==> config.mk <==
export PLATFORM = sky130hd
export DESIGN_NAME = accumulator
export DESIGN_NICKNAME = d
export VERILOG_FILES = /design/src/rtl/accumulator_pkg.sv /design/src/rtl/accumulator.sv
export SDC_FILE = /design/constraint.sdc
export NUM_CORES = 1
export LEC_CHECK = 0
export ABC_AREA = 1
export CORE_ASPECT_RATIO = 1.5
export CORE_MARGIN = 1
export CORE_UTILIZATION = 44
export DETAILED_ROUTE_END_ITERATION = 6
export PLACE_DENSITY_LB_ADDON = 0.3
export SLEW_MARGIN = 20
export SYNTH_ARGS = -nofsm -noshare
export SYNTH_HDL_FRONTEND = slang
export SYNTH_SLANG_ARGS = --single-unit
export TNS_END_PERCENT = 30
==> constraint.sdc <==
create_clock -name clock -period 1.7 [get_ports clock]
set_clock_uncertainty 0.1 [all_clocks]
set_input_delay 0.17 -clock clock [delete_from_list [all_inputs] [get_ports clock]]
set_output_delay 0.17 -clock clock [all_outputs]
set_load 0.01 [all_outputs]
==> src/rtl/accumulator_pkg.sv <==
// Shared width defaults for the accumulator and its companion counter source.
// Both modules import this package so their data widths agree.
package accumulator_pkg;

  localparam int DEFAULT_DATA_WIDTH = 8;
  localparam int DEFAULT_ACC_WIDTH  = 16;

endpackage : accumulator_pkg

==> src/rtl/accumulator.sv <==
// Running-sum sink: adds each accepted unsigned sample into a wrapping register.
// ready comes straight from a flop, so it never depends on valid in the same cycle.
module accumulator
  import accumulator_pkg::*;
#(
  parameter int DATA_WIDTH = DEFAULT_DATA_WIDTH,
  parameter int ACC_WIDTH  = DEFAULT_ACC_WIDTH
) (
  input  logic                  clock,
  input  logic                  reset,
  input  logic                  valid,
  output logic                  ready,
  input  logic [DATA_WIDTH-1:0] data,
  output logic [ACC_WIDTH-1:0]  accumulated
);

  logic                 r_ready;
  logic [ACC_WIDTH-1:0] r_accumulated;
  logic                 w_transfer;
  logic [ACC_WIDTH-1:0] w_addend;

  assign w_transfer = valid & r_ready;
  assign w_addend   = ACC_WIDTH'(data);

  // NOTE: state flops use non-blocking assignment so every flop samples
  // pre-edge values; reset sits first so it overrides a simultaneous transfer.
  always_ff @(posedge clock) begin
    if (reset) begin
      r_ready       <= 1'b0;
      r_accumulated <= '0;
    end else begin
      r_ready <= 1'b1;
      if (w_transfer) r_accumulated <= r_accumulated + w_addend;
    end
  end

  assign ready       = r_ready;
  assign accumulated = r_accumulated;

endmodule : accumulator

* Yosys cells after proc, flatten, opt, wreduce, memory -nomap -nowiden *
Cells that the tools add are included.

operators by class
  eq/ne operators = 0
  add/subtract/negate cells = 1
  divide/modulo/power cells = 0
  bitwise operators = 1
  reductions and logical operators = 0
  shift-type cells = 0
  mux-type cells = 1
  multiply operators = 0
  magnitude comparators = 0

operators by type and width
  kind                    count
  adder 16 x 8 -> 16 bit  1
  AND 1 bit               1
  2-to-1 mux 1 bit        1

storage, ports and cells
  word-level logic and storage cells = 5
  output and inout port bits = 17
  latch bits = 0
  bits in registers = 17
  bits of input ports = 11
  RAM bits = 0
  memories kept = 0
  memory bits (read-only) = 0

* Longest topological paths before layout *
Gate-level depths: netlist (run 1).

  depth in word-level cells = 1
  mapped depth = 10
  depth with buffers taken out = 10

* Least setup slack after synthesis (run 1) *
No wires, ideal clock.

  path kind = register -> register
  from = register r_accumulated[0], in the netlist accumulated[0]
  to = register r_accumulated[8], in the netlist accumulated[8]
  arrival time = 1,492 ps
  path slack = -7 ps
  clock period less this slack = 1,707 ps
  path buffers = 0
  data required time = 1,485 ps
  library setup time = 115 ps
  stages on the path, launching flop included = 9
  cell sequence = dfxtp_1 -> ha_1 -> fa_1 -> nand3_1 -> nand3_1 -> nand2_1 -> nand2_1 -> a21oi_1 -> nor2_1

on the way
  longest elaborated chain between the ends = 1

RTL lines
  item                    line               RTL
  from (decl)             accumulator.sv:18  logic [ACC_WIDTH-1:0] r_accumulated;
  from (signal assigned)  accumulator.sv:33  if (w_transfer) r_accumulated <= r_accumulated + w_addend;
  adder 16 x 8 -> 16 bit  accumulator.sv:33

No other way between the ends.
A chain may end at the register's enable or synchronous reset.

* Final worst setup path (run 1) *
  from = register r_accumulated[0], in the netlist accumulated[0]
  to = register r_accumulated[4], in the netlist accumulated[4]

The elaborated chain is that of the path after synthesis.

==> impl_metrics.env, run 1 <==
export IMPL_clockRootBuffer="clkbuf_4"
export IMPL_crit_path_max_fanout=3
export IMPL_dp_cells=241
export IMPL_clkSlewWorstSetupHoldPaths_ps=110
export IMPL_slew_headroom_pct=74.1
export IMPL_slew_viol_final=0
export IMPL_cts_sinks=17
export IMPL_io_pins=28
export IMPL_initial_core_util_pct=46.7
export IMPL_synth_nets=199
export IMPL_cts_tree="done"
export IMPL_wire_per_inst_um=13.4
export IMPL_tightest_slew_ps=388
export IMPL_num_vias=1314
export IMPL_vias_per_cell=5.36
export IMPL_clock_latency_ps=300
export IMPL_cts_buffers=3
export IMPL_synth_distinct_cells=24
export IMPL_required_ps=1790
export IMPL_grt_pass1_wl_um=5280
export IMPL_num_nets_final=242
export IMPL_antenna_found_initial=0
export IMPL_syn_area_per_cell_um2=6.47
export IMPL_dieHeight_um=64.8
export IMPL_dp_hpwl_um=2430
export IMPL_fin_util_pct=67.2
export IMPL_met2_length_um=1770
export IMPL_drive_gt1_share_pct=19.0
export IMPL_die_area_um2=2840
export IMPL_path_cells="ha_2 -> fa_2 -> nand3_1 -> nand3_2 -> xor2_1 -> o21ai_0 -> inv_1"
export IMPL_syn_inst=179
export IMPL_worst_r2r_setup_slack_ps=60
export IMPL_antenna_cells=0
export IMPL_htreeDepth=1
export IMPL_critPathLaunchType="register"
export IMPL_first_iter_violations=44
export IMPL_port_buffers=27
export IMPL_hold_buffers=0
export IMPL_slowest_delay_ps=350
export IMPL_synth_warnings=0
export IMPL_grt_usage_pct=24.3
export IMPL_crit_arrival_ps=1730
export IMPL_crit_start="accumulated[0]"
export IMPL_ir_worst_vdd_v=0.000560
export IMPL_finalHoldViolations=0
export IMPL_p_leak_nw=0.777
export IMPL_synth_ff_type="dfxtp_1"
export IMPL_drtPass1Iterations=6
export IMPL_drt_total_wl_um=3290
export IMPL_highest_layer="met4"
export IMPL_max_clock_freq_mhz=611
export IMPL_cts_path_max_buffers=2
export IMPL_rsz0062_at_grt="true"
export IMPL_area_growth_pct=43.8
export IMPL_hold_class="reg2reg"
export IMPL_status="complete, no violations"
export IMPL_postRouteAntennaNets=0
export IMPL_fp_row_count=22
export IMPL_cap_violations=0
export IMPL_pwr_density_cell_nw_per_um2=591
export IMPL_worst_r2r_startpoint="accumulated[0]"
export IMPL_gp_congestion=0.850
export IMPL_path_class="reg2reg"
export IMPL_wl_met1_um=1320
export IMPL_crit_slowest_cell="fa_2"
export IMPL_syn_area_um2=1160
export IMPL_r2r_end="accumulated[4]"
export IMPL_fin_cells=245
export IMPL_finalCriticalPeriod_ps=1640
export IMPL_critPathCaptureType="register"
export IMPL_grt_start_max_net_pins=14
export IMPL_async_flop_share_pct=0
export IMPL_ys_seq_area_share_pct=29.4
export IMPL_synth_edff_count=0
export IMPL_fin_crit_sh_pct=96.3
export IMPL_core_area_um2=2480
export IMPL_grt_overflow=0
export IMPL_setup_viol=0
export IMPL_grt_pass1_vias=1350
export IMPL_drc=0
export IMPL_ff2ff_path_depth=7
export IMPL_synth_seq_cells=17
export IMPL_cp_endpoint="accumulated[4]"
export IMPL_route_met3_wl_um=100
export IMPL_dieWidth_um=43.9
export IMPL_min_path_cells=2
synthesized netlist by cell type, types with 4 or more instances:
master	count	area share (%)
nor2_1	30	9.7
inv_1	17	5.5
dfxtp_1	17	29
ha_1	8	8.6
a21oi_1	9	3.9
o21ai_0	4	1.7
nand3_1	22	9.5
nand3_2	4	3.5
nand2_1	48	16
cells by family (layout without fill, tap and decap cells):
group                      Yosys count  in the layout  share of synthesized area [%]
xor gates and xnor gates             3              3                           2.27
buffers and inverters               21             63                           7.03
adders and majority gates            9              9                           10.4
AOI/OAI and AO/OA                   19             19                           9.62
and+or+nand+nor                    110            110                           41.3
DFF                                 17             17                           29.4
metal layers:
layer,vias to the layer above,track usage [%]
li1,663,-
met1,614,24.2
met2,29,46.1
met3,8,2.23
met4,0,14.4
met5,-,0
how the worst min path moves through the flow:
stage,slack [ps],from,end
final,410,accumulated[0],accumulated[0]
after global routing,440,accumulated[0],accumulated[0]
after CTS,420,accumulated[0],accumulated[0]
after detailed placement,410,accumulated[0],accumulated[0]
after global placement,390,accumulated[15],accumulated[15]
after floorplan,220,reset,accumulated[5]
power breakdown:
part	switching, W	leakage (nW)	internal, W
sequential	0.0000192	0.141	0.000416
clock	0.000134	0.0150	0.0000914
combinational	0.000160	0.621	0.000164
total	0.000312	0.777	0.000672
stage by stage:
step	worst slack, ps	cell area, µm²	hold WS [ps]	total power [W]	TNS [ps]
finish	63.5	1660	409	0.000984	0
global route	-35.7	1660	437	0.00104	-147
CTS	20.9	1580	421	0.000959	0
detailed placement	-283	1550	409	0.000732	-2680
global placement	-234	1550	394	0.000721	-2110
floorplan	53.8	1160	218	0.000599	0
layout by cell type (no fill, tap or decap):
master / n
o211ai_1: 1
nand2_2: 4
nand2_1: 45
a21oi_1: 8
a21boi_2: 1
clkbuf_4: 3
dfxtp_2: 5
nor2_2: 1
ha_2: 1
xor2_1: 1
buf_4: 14
nor2_1: 30
ha_4: 4
nand3_2: 4
ha_1: 3
xnor2_1: 2
inv_2: 1
a21oi_2: 2
dfxtp_1: 12
inv_1: 17
nand3_4: 1
o21ai_0: 4
fa_2: 1
o21bai_1: 1
clkdlybuf4s50_1: 27
a21o_1: 2
nand3_1: 21
nand4_1: 2
nor3_1: 2
clkbuf_1: 1
worst max-delay path: cells and delay by family, from the launching register on:
kind	cells	cell delay, ps
compound gates	1	130
xor+xnor	1	160
fa+ha+maj	2	530
buf+inv	1	60
flops	1	340
simple gates	2	210
final cells by class:
cell class | instances | area (µm²)
tap | 24 | 30.0
multi-input combinational | 141 | 818
fill | 211 | 813
sequential | 17 | 347
inverter | 18 | 67.6
timing repair buffer | 41 | 375
clock buffer | 4 | 26.3
registers in the layout, indices dropped and copies added (netlist names):
| signal | flops |
|---|---|
| ready | 1 |
| accumulated | 16 |
timing repair:
action,4_1_cts,5_1_grt
setup endpoints to repair,1,12
resized for setup,1,18
buffers inserted,0,0
Note: power is estimated with default switching activity, not from simulation.
==> run 2: changes to the inputs <==
Settings changed: TNS_END_PERCENT 30 to 1.
==> run 2 against run 1 <==
  * The flow now finishes with violations (DRC)
  * Wire length decreased by 5.4%
  * Final cell count unchanged
  * Worst hold slack about the same
  * Die area is the same
  * Worst setup slack improved by 12 ps
  * Power shrank 2.3%
  * Sequential power about the same
==> impl_metrics.env, run 2 (same netlist as run 1, synthesis figures left out) <==
export IMPL_fin_area_um2=1620
export IMPL_grt_start_max_net_pins=14
export IMPL_clkSlewWorstSetupHoldPaths_ps=100
export IMPL_tns_ps=0
export IMPL_slew_viol_final=0
export IMPL_first_iter_violations=44
export IMPL_dp_cells=241
export IMPL_total_power_w=0.000962
export IMPL_busiest_layer="met2"
export IMPL_slew_headroom_pct=75.0
export IMPL_clkPwrFrac_pct=23.2
export IMPL_slowest_delay_ps=350
export IMPL_dp_hpwl_um=2430
export IMPL_cap_violations=0
export IMPL_grt_usage_pct=24.3
export IMPL_core_area_um2=2480
export IMPL_status="finished with violations"
export IMPL_clockRootBuffer="clkbuf_4"
export IMPL_tightest_slew_ps=374
export IMPL_dpl_cell_area_um2=1550
export IMPL_seqPwrFrac_pct=45.0
export IMPL_num_nets_final=242
export IMPL_hold_class="reg2reg"
export IMPL_port_buffers=27
export IMPL_clock_latency_ps=290
export IMPL_num_vias=1308
export IMPL_htreeDepth=1
export IMPL_io_pins=28
export IMPL_ff2ff_path_depth=7
export IMPL_pwr_density_cell_nw_per_um2=594
export IMPL_drive_gt1_share_pct=18.1
export IMPL_crit_slowest_cell="fa_2"
export IMPL_p_sw_share_pct=31.3
export IMPL_path_cells="ha_2 -> fa_2 -> nand3_1 -> nand3_2 -> xor2_1 -> o21ai_0 -> inv_1"
export IMPL_max_clock_freq_mhz=615
export IMPL_crit_path_max_fanout=3
export IMPL_antenna_cells=0
export IMPL_area_growth_pct=39.9
export IMPL_fp_row_count=22
export IMPL_finalHoldViolations=0
export IMPL_cts_sinks=17
export IMPL_fin_crit_sh_pct=95.6
export IMPL_drc=1
export IMPL_layout_common_cells="nand2_1, nor2_1, clkdlybuf4s50_1"
export IMPL_path_class="reg2reg"
export IMPL_cts_buffers=3
export IMPL_ir_worst_vdd_v=0.000543
export IMPL_die_area_um2=2840
export IMPL_gp_congestion=0.850
export IMPL_setup_viol=0
export IMPL_pwr_share_comb_pct=31.8
export IMPL_worst_r2r_setup_slack_ps=80
export IMPL_cts_path_max_buffers=2
export IMPL_fin_cells=245
export IMPL_cts_setup_buffers=0
export IMPL_rsz0062_at_grt="true"
export IMPL_antenna_found_initial=0
export IMPL_crit_arrival_ps=1720
export IMPL_grt_met1_usage_pct=24.2
export IMPL_final_common_cell="nand2_1"
export IMPL_drtPass1Iterations=7
export IMPL_p_leak_nw=0.773
export IMPL_r2r_end="accumulated[4]"
export IMPL_grt_pass1_vias=1350
export IMPL_required_ps=1790
export IMPL_p_sw_w=0.000301
export IMPL_vias_per_cell=5.34
export IMPL_postRouteAntennaNets=0
export IMPL_dieWidth_um=43.9
export IMPL_nFillCells=216
export IMPL_cp_endpoint="accumulated[4]"
export IMPL_violations="DRC"
export IMPL_wire_per_inst_um=12.7
export IMPL_initial_core_util_pct=46.7
export IMPL_drt_total_wl_um=3110
export IMPL_hold_buffers=0
export IMPL_use_met2_pct=46.1
export IMPL_worst_r2r_startpoint="accumulated[0]"
export IMPL_grt_overflow=0
export IMPL_crit_start="accumulated[0]"
export IMPL_largest_reg_flops=16
export IMPL_grt_util_met3_pct=2.23
export IMPL_critPathCaptureType="register"
export IMPL_cts_tree="done"
export IMPL_finalCriticalPeriod_ps=1620
export IMPL_p_int_w=0.000661
export IMPL_dieHeight_um=64.8
export IMPL_critPathLaunchType="register"
export IMPL_grt_pass1_wl_um=5280
## run 2: routing by layer
| layer | share of wire [%] | up-vias | routed length, µm |
|---|---|---|---|
| met4 | 3.3 | 0 | 102 |
| li1 | - | 664 | - |
| met1 | 38 | 595 | 1190 |
| met3 | 4.7 | 8 | 146 |
| met2 | 54 | 41 | 1670 |
| met5 | 0 | - | 0 |
## run 2: what timing repair did
action	in CTS	in global routing
pin swaps	0	0
resized for setup	1	13
endpoints found under the setup margin	1	12
## run 2: critical path: cells and delay by family, from the launching register on
| family | cells | cell delay (ps) |
|---|---|---|
| buffers and inverters | 1 | 60 |
| xor gates and xnor gates | 1 | 160 |
| AOI/OAI and AO/OA | 1 | 130 |
| and+or+nand+nor | 2 | 210 |
| DFF | 1 | 340 |
| adders and majority gates | 2 | 530 |
## run 2: per-stage QoR
| step | hold WS, ps | utilization [%] | worst slack (ps) |
|---|---|---|---|
| after CTS | 421 | 63.9 | 20.9 |
| after detailed placement | 409 | 62.6 | -283 |
| final | 408 | 65.4 | 75.2 |
| after global placement | 394 | 62.6 | -234 |
| after floorplan | 218 | - | 53.8 |
| after global routing | 437 | 65.4 | -39.1 |
## run 2: how the worst min path moves through the flow
stage | start | depth (start not counted) | slack [ps] | endpoint
final | accumulated[0] | 2 | 410 | accumulated[0]
after detailed placement | accumulated[0] | 2 | 410 | accumulated[0]
after global routing | accumulated[0] | 2 | 440 | accumulated[0]
after floorplan | reset | 3 | 220 | accumulated[5]
after global placement | accumulated[15] | 2 | 390 | accumulated[15]
after CTS | accumulated[0] | 2 | 420 | accumulated[0]
## run 2: layout make-up
class | count | area (µm²) | area share, %
multi-input combinational | 141 | 772 | 47.7
timing repair buffer | 41 | 375 | 23.2
sequential | 17 | 348 | 21.5
inverter | 18 | 67.6 | 4.17
tap | 24 | 30.0 | 1.85
clock buffer | 4 | 26.3 | 1.62
## run 2: power by group through the flow
stage | combinational [W] | sequential [W] | clock (W)
floorplan | 0.000155 | 0.000445 | 0
global placement | 0.000282 | 0.000438 | 0
detailed placement | 0.000292 | 0.000440 | 0
CTS | 0.000295 | 0.000430 | 0.000233
global route | 0.000339 | 0.000435 | 0.000250
finish | 0.000306 | 0.000433 | 0.000223
